<file path="src/rtl/gate_pkg.sv">
// Shared types and helpers for the effect-chain noise gate.
// Contents:
//   gate_state_e - FSM state encoding (also exported on the debug port)
//   thr_lookup   - 16-bit threshold table indexed by the 3-bit level select
//   gain_unity   - unity gain value for a given number of gain fraction bits
package gate_pkg;

  typedef enum logic [2:0] {
    CLOSED  = 3'd0,
    ATTACK  = 3'd1,
    OPEN    = 3'd2,
    HOLD    = 3'd3,
    RELEASE = 3'd4
  } gate_state_e;

  // Thresholds are given on a 16-bit sample scale; wider datapaths shift them up.
  function automatic logic [15:0] thr_lookup(input logic [2:0] level);
    logic [15:0] thr;
    case (level)
      3'd0:    thr = 16'd0;
      3'd1:    thr = 16'd200;
      3'd2:    thr = 16'd500;
      3'd3:    thr = 16'd1000;
      3'd4:    thr = 16'd2500;
      3'd5:    thr = 16'd4500;
      3'd6:    thr = 16'd8000;
      default: thr = 16'd14000;
    endcase
    return thr;
  endfunction

  function automatic logic [63:0] gain_unity(input int gain_w);
    return 64'd1 << gain_w;
  endfunction

endpackage

</file>
<file path="src/rtl/gate_envelope.sv">
// Envelope follower for the noise gate: saturating magnitude followed by a
// first-order leaky integrator, env += (|x| - env) >>> ENV_SHIFT.
// Updates only on strobed samples.
// Ports:
//   i_clk, i_rst_n - clock, async active-low reset (env clears to 0)
//   valid          - sample strobe
//   data           - signed input sample
//   env            - unsigned envelope, DATA_W-1 bits
module gate_envelope
  import gate_pkg::*;
#(
  parameter int DATA_W    = 16,
  parameter int ENV_SHIFT = 7
) (
  input  logic                     i_clk,
  input  logic                     i_rst_n,
  input  logic                     valid,
  input  logic signed [DATA_W-1:0] data,
  output logic        [DATA_W-2:0] env
);

  localparam int EW = DATA_W - 1;
  localparam logic signed [DATA_W-1:0] MOST_NEG = {1'b1, {(DATA_W-1){1'b0}}};

  logic        [EW-1:0]     mag;
  logic signed [DATA_W-1:0] diff;
  logic signed [DATA_W-1:0] step;

  always_comb begin
    // Most-negative input has no positive twin; clamp to full scale.
    if (data == MOST_NEG)       mag = {EW{1'b1}};
    else if (data[DATA_W-1])    mag = EW'(-data);
    else                        mag = data[EW-1:0];
    diff = $signed({1'b0, mag}) - $signed({1'b0, env});
    // Arithmetic shift floors toward -inf, so decay always reaches 0 exactly.
    step = diff >>> ENV_SHIFT;
  end

  // Result always lies between env and mag, so the modular add never wraps.
  always_ff @(posedge i_clk or negedge i_rst_n) begin
    if (!i_rst_n)   env <= '0;
    else if (valid) env <= env + step[EW-1:0];
  end

endmodule

</file>
<file path="src/rtl/effect_gate_fsm.sv">
// Noise gate for the per-sample effects pipeline. An envelope follower feeds a
// five-state FSM (CLOSED/ATTACK/OPEN/HOLD/RELEASE) that steers a gain register
// through attack and release ramps; the sample is scaled by the gain and
// registered, so o_data/o_valid appear one clock after i_valid.
// Build option: define EFFECT_GATE_HYST_EN to close at 75% of the open
// threshold instead of at the open threshold itself.
// Ports:
//   i_clk, i_rst_n - clock, async active-low reset
//   i_valid        - one-cycle sample strobe
//   i_enable       - 1 = gate active, 0 = bypass
//   i_level        - threshold select 0..7 (0 never closes)
//   i_data         - signed sample in
//   o_data         - gated sample out, held between strobes
//   o_valid        - i_valid delayed one clock
//   o_gate_open    - state is ATTACK, OPEN or HOLD
//   o_state        - current FSM state (debug)
module effect_gate_fsm
  import gate_pkg::*;
#(
  parameter int DATA_W        = 16,
  parameter int GAIN_W        = 16,
  parameter int ENV_SHIFT     = 7,
  parameter int ATTACK_SHIFT  = 5,
  parameter int RELEASE_SHIFT = 10,
  parameter int HOLD_SAMPLES  = 480
) (
  input  logic                     i_clk,
  input  logic                     i_rst_n,
  input  logic                     i_valid,
  input  logic                     i_enable,
  input  logic [2:0]               i_level,
  input  logic signed [DATA_W-1:0] i_data,
  output logic signed [DATA_W-1:0] o_data,
  output logic                     o_valid,
  output logic                     o_gate_open,
  output logic [2:0]               o_state
);

  localparam int EW  = DATA_W - 1;
  localparam int HCW = $clog2(HOLD_SAMPLES + 1);
  localparam int PW  = DATA_W + GAIN_W + 2;
  localparam logic [GAIN_W:0] UNITY     = (GAIN_W+1)'(gain_unity(GAIN_W));
  localparam logic [HCW-1:0]  HOLD_LOAD = HCW'(HOLD_SAMPLES);

  gate_state_e       state_q, state_d;
  logic [GAIN_W:0]   gain_q, gain_d;
  logic [HCW-1:0]    hold_q, hold_d;
  logic [EW-1:0]     env, thr_open, thr_close;
  logic              above_open, below_close;
  logic [GAIN_W:0]   att_step, rel_step, gain_up, gain_dn;
  logic signed [PW-1:0]     prod;
  logic signed [DATA_W-1:0] scaled;

  gate_envelope #(.DATA_W(DATA_W), .ENV_SHIFT(ENV_SHIFT)) u_env (
    .i_clk   (i_clk),
    .i_rst_n (i_rst_n),
    .valid   (i_valid),
    .data    (i_data),
    .env     (env)
  );

  assign thr_open = EW'(thr_lookup(i_level)) << (DATA_W - 16);
`ifdef EFFECT_GATE_HYST_EN
  assign thr_close = thr_open - (thr_open >> 2);
`else
  assign thr_close = thr_open;
`endif

  // Decisions use env as it stood before this sample is folded in.
  assign above_open  = (env >= thr_open);
  assign below_close = (env <  thr_close);

  // Ramp arithmetic; both ramps take at least one LSB per strobe so they finish.
  always_comb begin
    att_step = (UNITY - gain_q) >> ATTACK_SHIFT;
    if (att_step == '0) att_step = (GAIN_W+1)'(1);
    rel_step = gain_q >> RELEASE_SHIFT;
    if (rel_step == '0) rel_step = (GAIN_W+1)'(1);
    gain_up = (att_step >= (UNITY - gain_q)) ? UNITY : gain_q + att_step;
    gain_dn = (rel_step >= gain_q) ? '0 : gain_q - rel_step;
  end

  // Re-open checks sit ahead of expiry/completion so they win on a tie.
  always_comb begin
    state_d = state_q;
    gain_d  = gain_q;
    hold_d  = hold_q;
    if (!i_enable) begin
      state_d = OPEN;
      gain_d  = UNITY;
      hold_d  = '0;
    end else begin
      case (state_q)
        CLOSED: begin
          gain_d = '0;
          if (above_open) state_d = ATTACK;
        end
        ATTACK: begin
          if (below_close) state_d = RELEASE;
          else begin
            gain_d = gain_up;
            if (gain_up == UNITY) state_d = OPEN;
          end
        end
        OPEN: begin
          gain_d = UNITY;
          if (below_close) begin
            state_d = HOLD;
            hold_d  = HOLD_LOAD;
          end
        end
        HOLD: begin
          gain_d = UNITY;
          if (above_open) state_d = OPEN;
          else if (hold_q <= HCW'(1)) begin
            state_d = RELEASE;
            hold_d  = '0;
          end else hold_d = hold_q - 1'b1;
        end
        RELEASE: begin
          if (above_open) state_d = ATTACK;
          else begin
            gain_d = gain_dn;
            if (gain_dn == '0) state_d = CLOSED;
          end
        end
        default: begin
          state_d = OPEN;
          gain_d  = UNITY;
          hold_d  = '0;
        end
      endcase
    end
  end

  // Signed sample times zero-extended gain; unity gain shifts back to the input exactly.
  assign prod   = $signed({{(GAIN_W+2){i_data[DATA_W-1]}}, i_data}) *
                  $signed({{(DATA_W+1){1'b0}}, gain_q});
  assign scaled = DATA_W'(prod >>> GAIN_W);

  always_ff @(posedge i_clk or negedge i_rst_n) begin
    if (!i_rst_n) begin
      state_q <= OPEN;
      gain_q  <= UNITY;
      hold_q  <= '0;
      o_data  <= '0;
      o_valid <= 1'b0;
    end else begin
      o_valid <= i_valid;
      if (i_valid) begin
        state_q <= state_d;
        gain_q  <= gain_d;
        hold_q  <= hold_d;
        o_data  <= i_enable ? scaled : i_data;
      end
    end
  end

  assign o_gate_open = (state_q == ATTACK) || (state_q == OPEN) || (state_q == HOLD);
  assign o_state     = state_q;

endmodule

</file>
<file path="config.mk">
export PLATFORM = sky130hd
export DESIGN_NAME = effect_gate_fsm
export DESIGN_NICKNAME = d
export VERILOG_FILES = /design/src/rtl/gate_pkg.sv /design/src/rtl/gate_envelope.sv /design/src/rtl/effect_gate_fsm.sv
export SDC_FILE = /design/constraint.sdc
export NUM_CORES = 1
export LEC_CHECK = 0
export BUFFER_PORTS_ARGS = -buffer_cell sky130_fd_sc_hd__buf_2
export CORE_MARGIN = 3
export CORE_UTILIZATION = 60
export DETAILED_ROUTE_END_ITERATION = 10
export MAX_ROUTING_LAYER = met4
export PLACE_DENSITY = 0.79
export SLEW_MARGIN = 10
export SYNTH_ARGS = -nofsm -noshare
export SYNTH_HDL_FRONTEND = slang
export SYNTH_HIERARCHICAL = 1
export SYNTH_SLANG_ARGS = --single-unit
export TNS_END_PERCENT = 1
</file>
<file path="constraint.sdc">
create_clock -name i_clk -period 6.7 [get_ports i_clk]
set_input_delay 0.335 -clock i_clk [delete_from_list [all_inputs] [get_ports i_clk]]
set_output_delay 0.335 -clock i_clk [all_outputs]
set_load 0.02 [all_outputs]
</file>
Yosys cells after proc, flatten, opt, wreduce, memory -nomap -nowiden
Index checks and enable logic that the tools add are counted.
{ "totals": {"register_bits": 61, "in_bits": 23, "output_inout_bits": 21} }
{ "classes": {"add_sub_neg": 7, "n_mul": 1, "n_lt_le_gt_ge": 5, "eq_ne": 21, "n_mux": 27, "n_reduce_logical": 11} }
{ "ops": {"columns": ["op", "count"], "rows": [
  ["case mux 14 bit (7 select lines)", 1],
  ["2-to-1 mux 17 bit", 5],
  ["zero test 17 bit", 3],
  ["case mux 17 bit (3 select lines)", 1],
  ["2-to-1 mux 9 bit", 4],
  ["greater-or-equal comparator 17 bit", 2],
  ["multiplier 16 x 18 -> 32 bit", 1],
  ["2-to-1 mux 15 bit", 2],
  ["2-to-1 mux 3 bit", 9],
  ["case mux 9 bit (3 select lines)", 1],
  ["adder 17 bit", 1],
  ["== test 17 bit (second input constant)", 1],
  ["subtractor 17 bit", 1],
  ["subtractor 17 bit (first input constant)", 1],
  ["== test 16 bit (second input constant)", 1],
  ["2-to-1 mux 16 bit", 1],
  ["subtractor 15 x 15 -> 16 bit", 1],
  ["adder 15 bit", 1],
  ["greater-or-equal comparator 15 bit", 1],
  ["less-than comparator 15 bit", 1],
  ["!= test 3 bit (second input constant)", 5],
  ["negator 15 bit", 1],
  ["case mux 3 bit (5 select lines)", 1],
  ["== test 3 x 2 -> 1 bit (second input constant)", 4],
  ["14 further kinds", 22]
]} }

Longest topological paths before layout
{ "depth": {"depth_word": 10, "depth_mapped": 25} }

Cells and area by module
The synthesis kept the hierarchy.
{ "by_module_without_submodules": {"columns": ["mod", "n_inst", "cells_per_inst", "area_each_um2", "seq_area_each_um2"], "rows": [
  ["effect_gate_fsm", 1, 1607, 13382.8, 1153.6],
  ["gate_envelope", 1, 277, 2177.1, 375.4]
]} }

Worst setup path after synthesis
No wires, ideal clock.
{ "synth_timing": {"path_kind": "flip-flop to flip-flop", "from": "register gain_q[13]", "to": "register o_data[15]", "setup_time_ps": 142, "t_arrival_ps": 6615, "required_ps": 6558, "slack_ps": -57, "path_stages_with_launch": 26, "period_less_slack_ps": 6757, "path_cell_list": "dfrtp_1 -> clkbuf_1 -> clkbuf_1 -> buf_1 -> nand2_1 -> fa_1 -> inv_1 -> fa_1 -> inv_1 -> fa_1 -> inv_1 -> fa_1 -> inv_1 -> fa_1 -> inv_1 -> fa_1 -> ha_1 -> a21oi_1 -> o21ai_0 -> nor4_1 -> o31ai_1 -> a311o_1 -> a21oi_1 -> a21oi_1 -> xnor2_1 -> o221ai_1"} }
{ "synth_between": {"elab_chain_cells": 2} }
{ "synth_rtl": {"columns": ["element", "line", "source"], "rows": [
  ["start, declared", "effect_gate_fsm.sv:46", "logic [GAIN_W:0] gain_q, gain_d;"],
  ["start signal, assigned", "effect_gate_fsm.sv:152", "gain_q <= gain_d;"],
  ["multiplier 16 x 18 -> 32 bit", "effect_gate_fsm.sv:137", "assign prod = $signed({{(GAIN_W+2){i_data[DATA_W-1]}}, i_data}) *"],
  ["2-to-1 mux 16 bit", "effect_gate_fsm.sv:154", "o_data <= i_enable ? scaled : i_data;"],
  ["end signal, assigned", "effect_gate_fsm.sv:154", null],
  ["end, declared", "effect_gate_fsm.sv:33", "output logic signed [DATA_W-1:0] o_data,"]
]} }
Every way passes these cells.
A chain may end at the register's enable or synchronous reset.

Final worst setup path
{ "layout_timing": {"from": "register gain_q[9]", "to": "register o_data[15]"} }
Same word-level chain as after synthesis.

==> results.cfg <==
[grt]
grt_met1_usage = 0.416
grt-busiest-layer = met2
global_route.usage.met2 = 0.525
antenna_found_initial = 0
grt_first_pass_wirelength_um = 71200
grt_max_degree = 64
grt_usage = 0.326
grt_pass1_vias = 13942
met3_global_route_usage = 0.0401
grt_remaining_overflow = 0

[sta]
final_max_slew_viol_count = 0
timing_worst_slew_pin_value_ps = 1000
max_clock_freq_ghz = 0.155
relSlewSlack = 0.327
finalWorstPathRequiredPeriod_ps = 6450
setup_viol_count_final = 0
clock-skew-final_ps = 14.9
rsz0062_at_grt = true
hold_violations = 0
min_period_over_period = 0.963

[synthesis]
synth_compound_area_frac = 0.133
synth-edff-count = 0
yosysWarningCount = 6
post_synth_instance_area_um2 = 15600
synthXorXnorAreaFrac = 0.0450
yosys-mux-area-fraction = 0.00852
ys_seq_area_frac = 0.0983
netlist_instances = 1884
synth_cell_types = 80
syn_nets = 2303
synth.ff_latch_count = 61
simple_gate_portion_of_the_synthesized_area = 0.196
synth_area_per_cell_um2 = 8.26
synthArstFlopShare = 1.00
synth_top_family_by_area = adder cells
synthFlopType = dfrtp_1
post_synth_fa_ha_maj_area_fraction = 0.420

[cts]
tritoncts_num_sinks = 61
clock-root-buffer = clkbuf_16
insertion_delay_ps = 360
worst_setup_hold_path_clk_slew_ps = 80
ctsHtreeMaxLevel = 3
cts_made_buffers = 9
cts_tree = yes
post_cts_hold_buffer_count = 0
max-clock-path-buffers = 2

[layout]
most_frequent_standard_cell_in_the_layout_excluding_fill_and_tap_cells = inv_1
design.final.nets = 2340
regArea_um2 = 1540
fraction_of_final_layout_cells_sized_beyond_drive_strength_1 = 0.0909
multiInputGateArea_um2 = 12500
final.fill_count = 2054
finalCoreUtilization = 0.662
finish.instance_area_um2 = 16800
area.growth.synth_to_final_pct = 7.74
layout.cells.most_common_list = 308 x inv_1, 253 x nand2_1, 210 x fa_1

[detailed_routing]
drt-vias-per-instance = 6.06
drc_errors = 0
detail_route.first_pass.iterations = 5
totalWireLength_um = 43600
drtAntennaViolNets = 0
first_iter_violations = 1195
dr_total_vias = 13667
wire_per_inst_um = 19.3

[place]
globalplace.congestion = 0.971
io_buffer_count = 43
postPlaceCellArea_um2 = 16400
detailedPlacementHpwl_um = 34500

[worst_setup_path]
cp_data_arrival_time_ps = 6660
crit_path_max_fanout = 6
r2r_setup_slack_ps = 250
setup.worst_path.class = flip-flop to flip-flop
worst-endpoint-required_ps = 6910
startpoint_type = flip-flop
worstSetupEndpointType = flip-flop

[power]
peakVddDrop_mv = 0.465
p_per_area_nw_per_um2 = 222
static_leakage_power_nw = 8.58

[run_status]
status = completed

[die]
chipWidth_um = 167
ios = 44
rows = 58
core_region_area_um2 = 25300
initial_core_util = 0.614
die_height_um = 167
floorplan.die_area_um2 = 27900

[flow_run]
drv.max_cap_violation_count = 0

[min_path]
holdCritPathClass = input pin to asynchronous set/reset pin
==> worst paths after layout <==
path / startpoint / end / cells after the start
max: gain_q[9] / o_data[15] / 22
min: i_rst_n / o_data[4] / 2
max reg2reg: gain_q[9] / o_data[15] / 22
min reg2reg: hold_q[7] / hold_q[7] / 2
max in group asynchronous: i_rst_n / gain_q[12] / 2
min in group i_clk: i_data[3] / o_data[3] / 3
==> critical path, cell delays in order (launching register included) <==
cell and delay [ps]:
dfrtp_2 430, buf_4 180, buf_4 150, and2_1 160, fa_1 530, fa_1 470, fa_1 540, fa_1 530
fa_1 550, inv_1 50, fa_1 530, inv_1 40, ha_1 360, nand2_1 120, o211ai_1 110, a31oi_1 270
o31ai_1 110, buf_4 170, a311o_1 390, a21oi_2 200, a21oi_1 110, xnor2_1 170, o221ai_1 120
==> synthesized netlist by cell type (29+ instances only) <==
library cell / instances / area share
inv_1: 308 / 0.074
nand2_1: 253 / 0.061
fa_1: 210 / 0.27
ha_1: 186 / 0.15
and2_1: 100 / 0.040
a21oi_1: 81 / 0.026
clkbuf_1: 78 / 0.019
nor2_1: 75 / 0.018
o21ai_0: 74 / 0.024
dfrtp_1: 59 / 0.095
xnor2_1: 43 / 0.024
xor2_1: 37 / 0.021
nor3_1: 33 / 0.011
nand3_1: 29 / 0.0093
==> area by class of cell <==
cell class,count,share of cell area
sequential,61,0.0919
timing repair buffer,117,0.0478
tap,330,0.0246
inverter,311,0.0696
multi-input combinational,1421,0.748
antenna,1,0.000149
clock inverter,7,0.00478
clock buffer,9,0.0134
==> cell families after synthesis <==
kind of cell	after synthesis
fa+ha+maj	396
flops	61
simple gates	618
mux	13
buf+inv	402
compound gates	314
xor+xnor	80
==> state kept, by name (all words and copies together), names as in the netlist <==
register / flops
o_data: 16
u_env/env: 15
o_state: 3
hold_q: 9
o_valid: 1
gain_q: 17
==> per-stage QoR <==
step / setup WS (ps) / hold slack [ps] / TNS (ps) / total power [mW] / std cells
floorplan: 21.6 / 39.4 / 0 / 2.54 / 1884
global placement: 98.0 / 489 / 0 / 3.04 / 2236
detailed placement: -37.3 / 499 / -37.3 / 3.14 / 2236
CTS: 7.10 / 216 / 0 / 3.69 / 2252
global route: -27.0 / 257 / -27.0 / 4.06 / 2256
finish: 247 / 189 / 0 / 3.72 / 2257
==> where the power goes <==
group,total (mW),internal (mW),switching (mW)
combinational,2.58,1.07,1.50
sequential,0.611,0.485,0.126
clock,0.532,0.295,0.237
==> what timing repair did <==
| item | 4_1_cts | 5_1_grt |
|---|---|---|
| pin swaps | 0 | 2 |
| resized for setup | 3 | 19 |
| setup endpoints to repair | 2 | 7 |
| setup buffers | 0 | 4 |
==> layer usage <==
metal | share of wire | vias up
met5 | 0 | -
met4 | 0.045 | 0
met3 | 0.076 | 131
met2 | 0.48 | 612
met1 | 0.40 | 6691
li1 | - | 6233
Power figures use the tool's default switching activity.
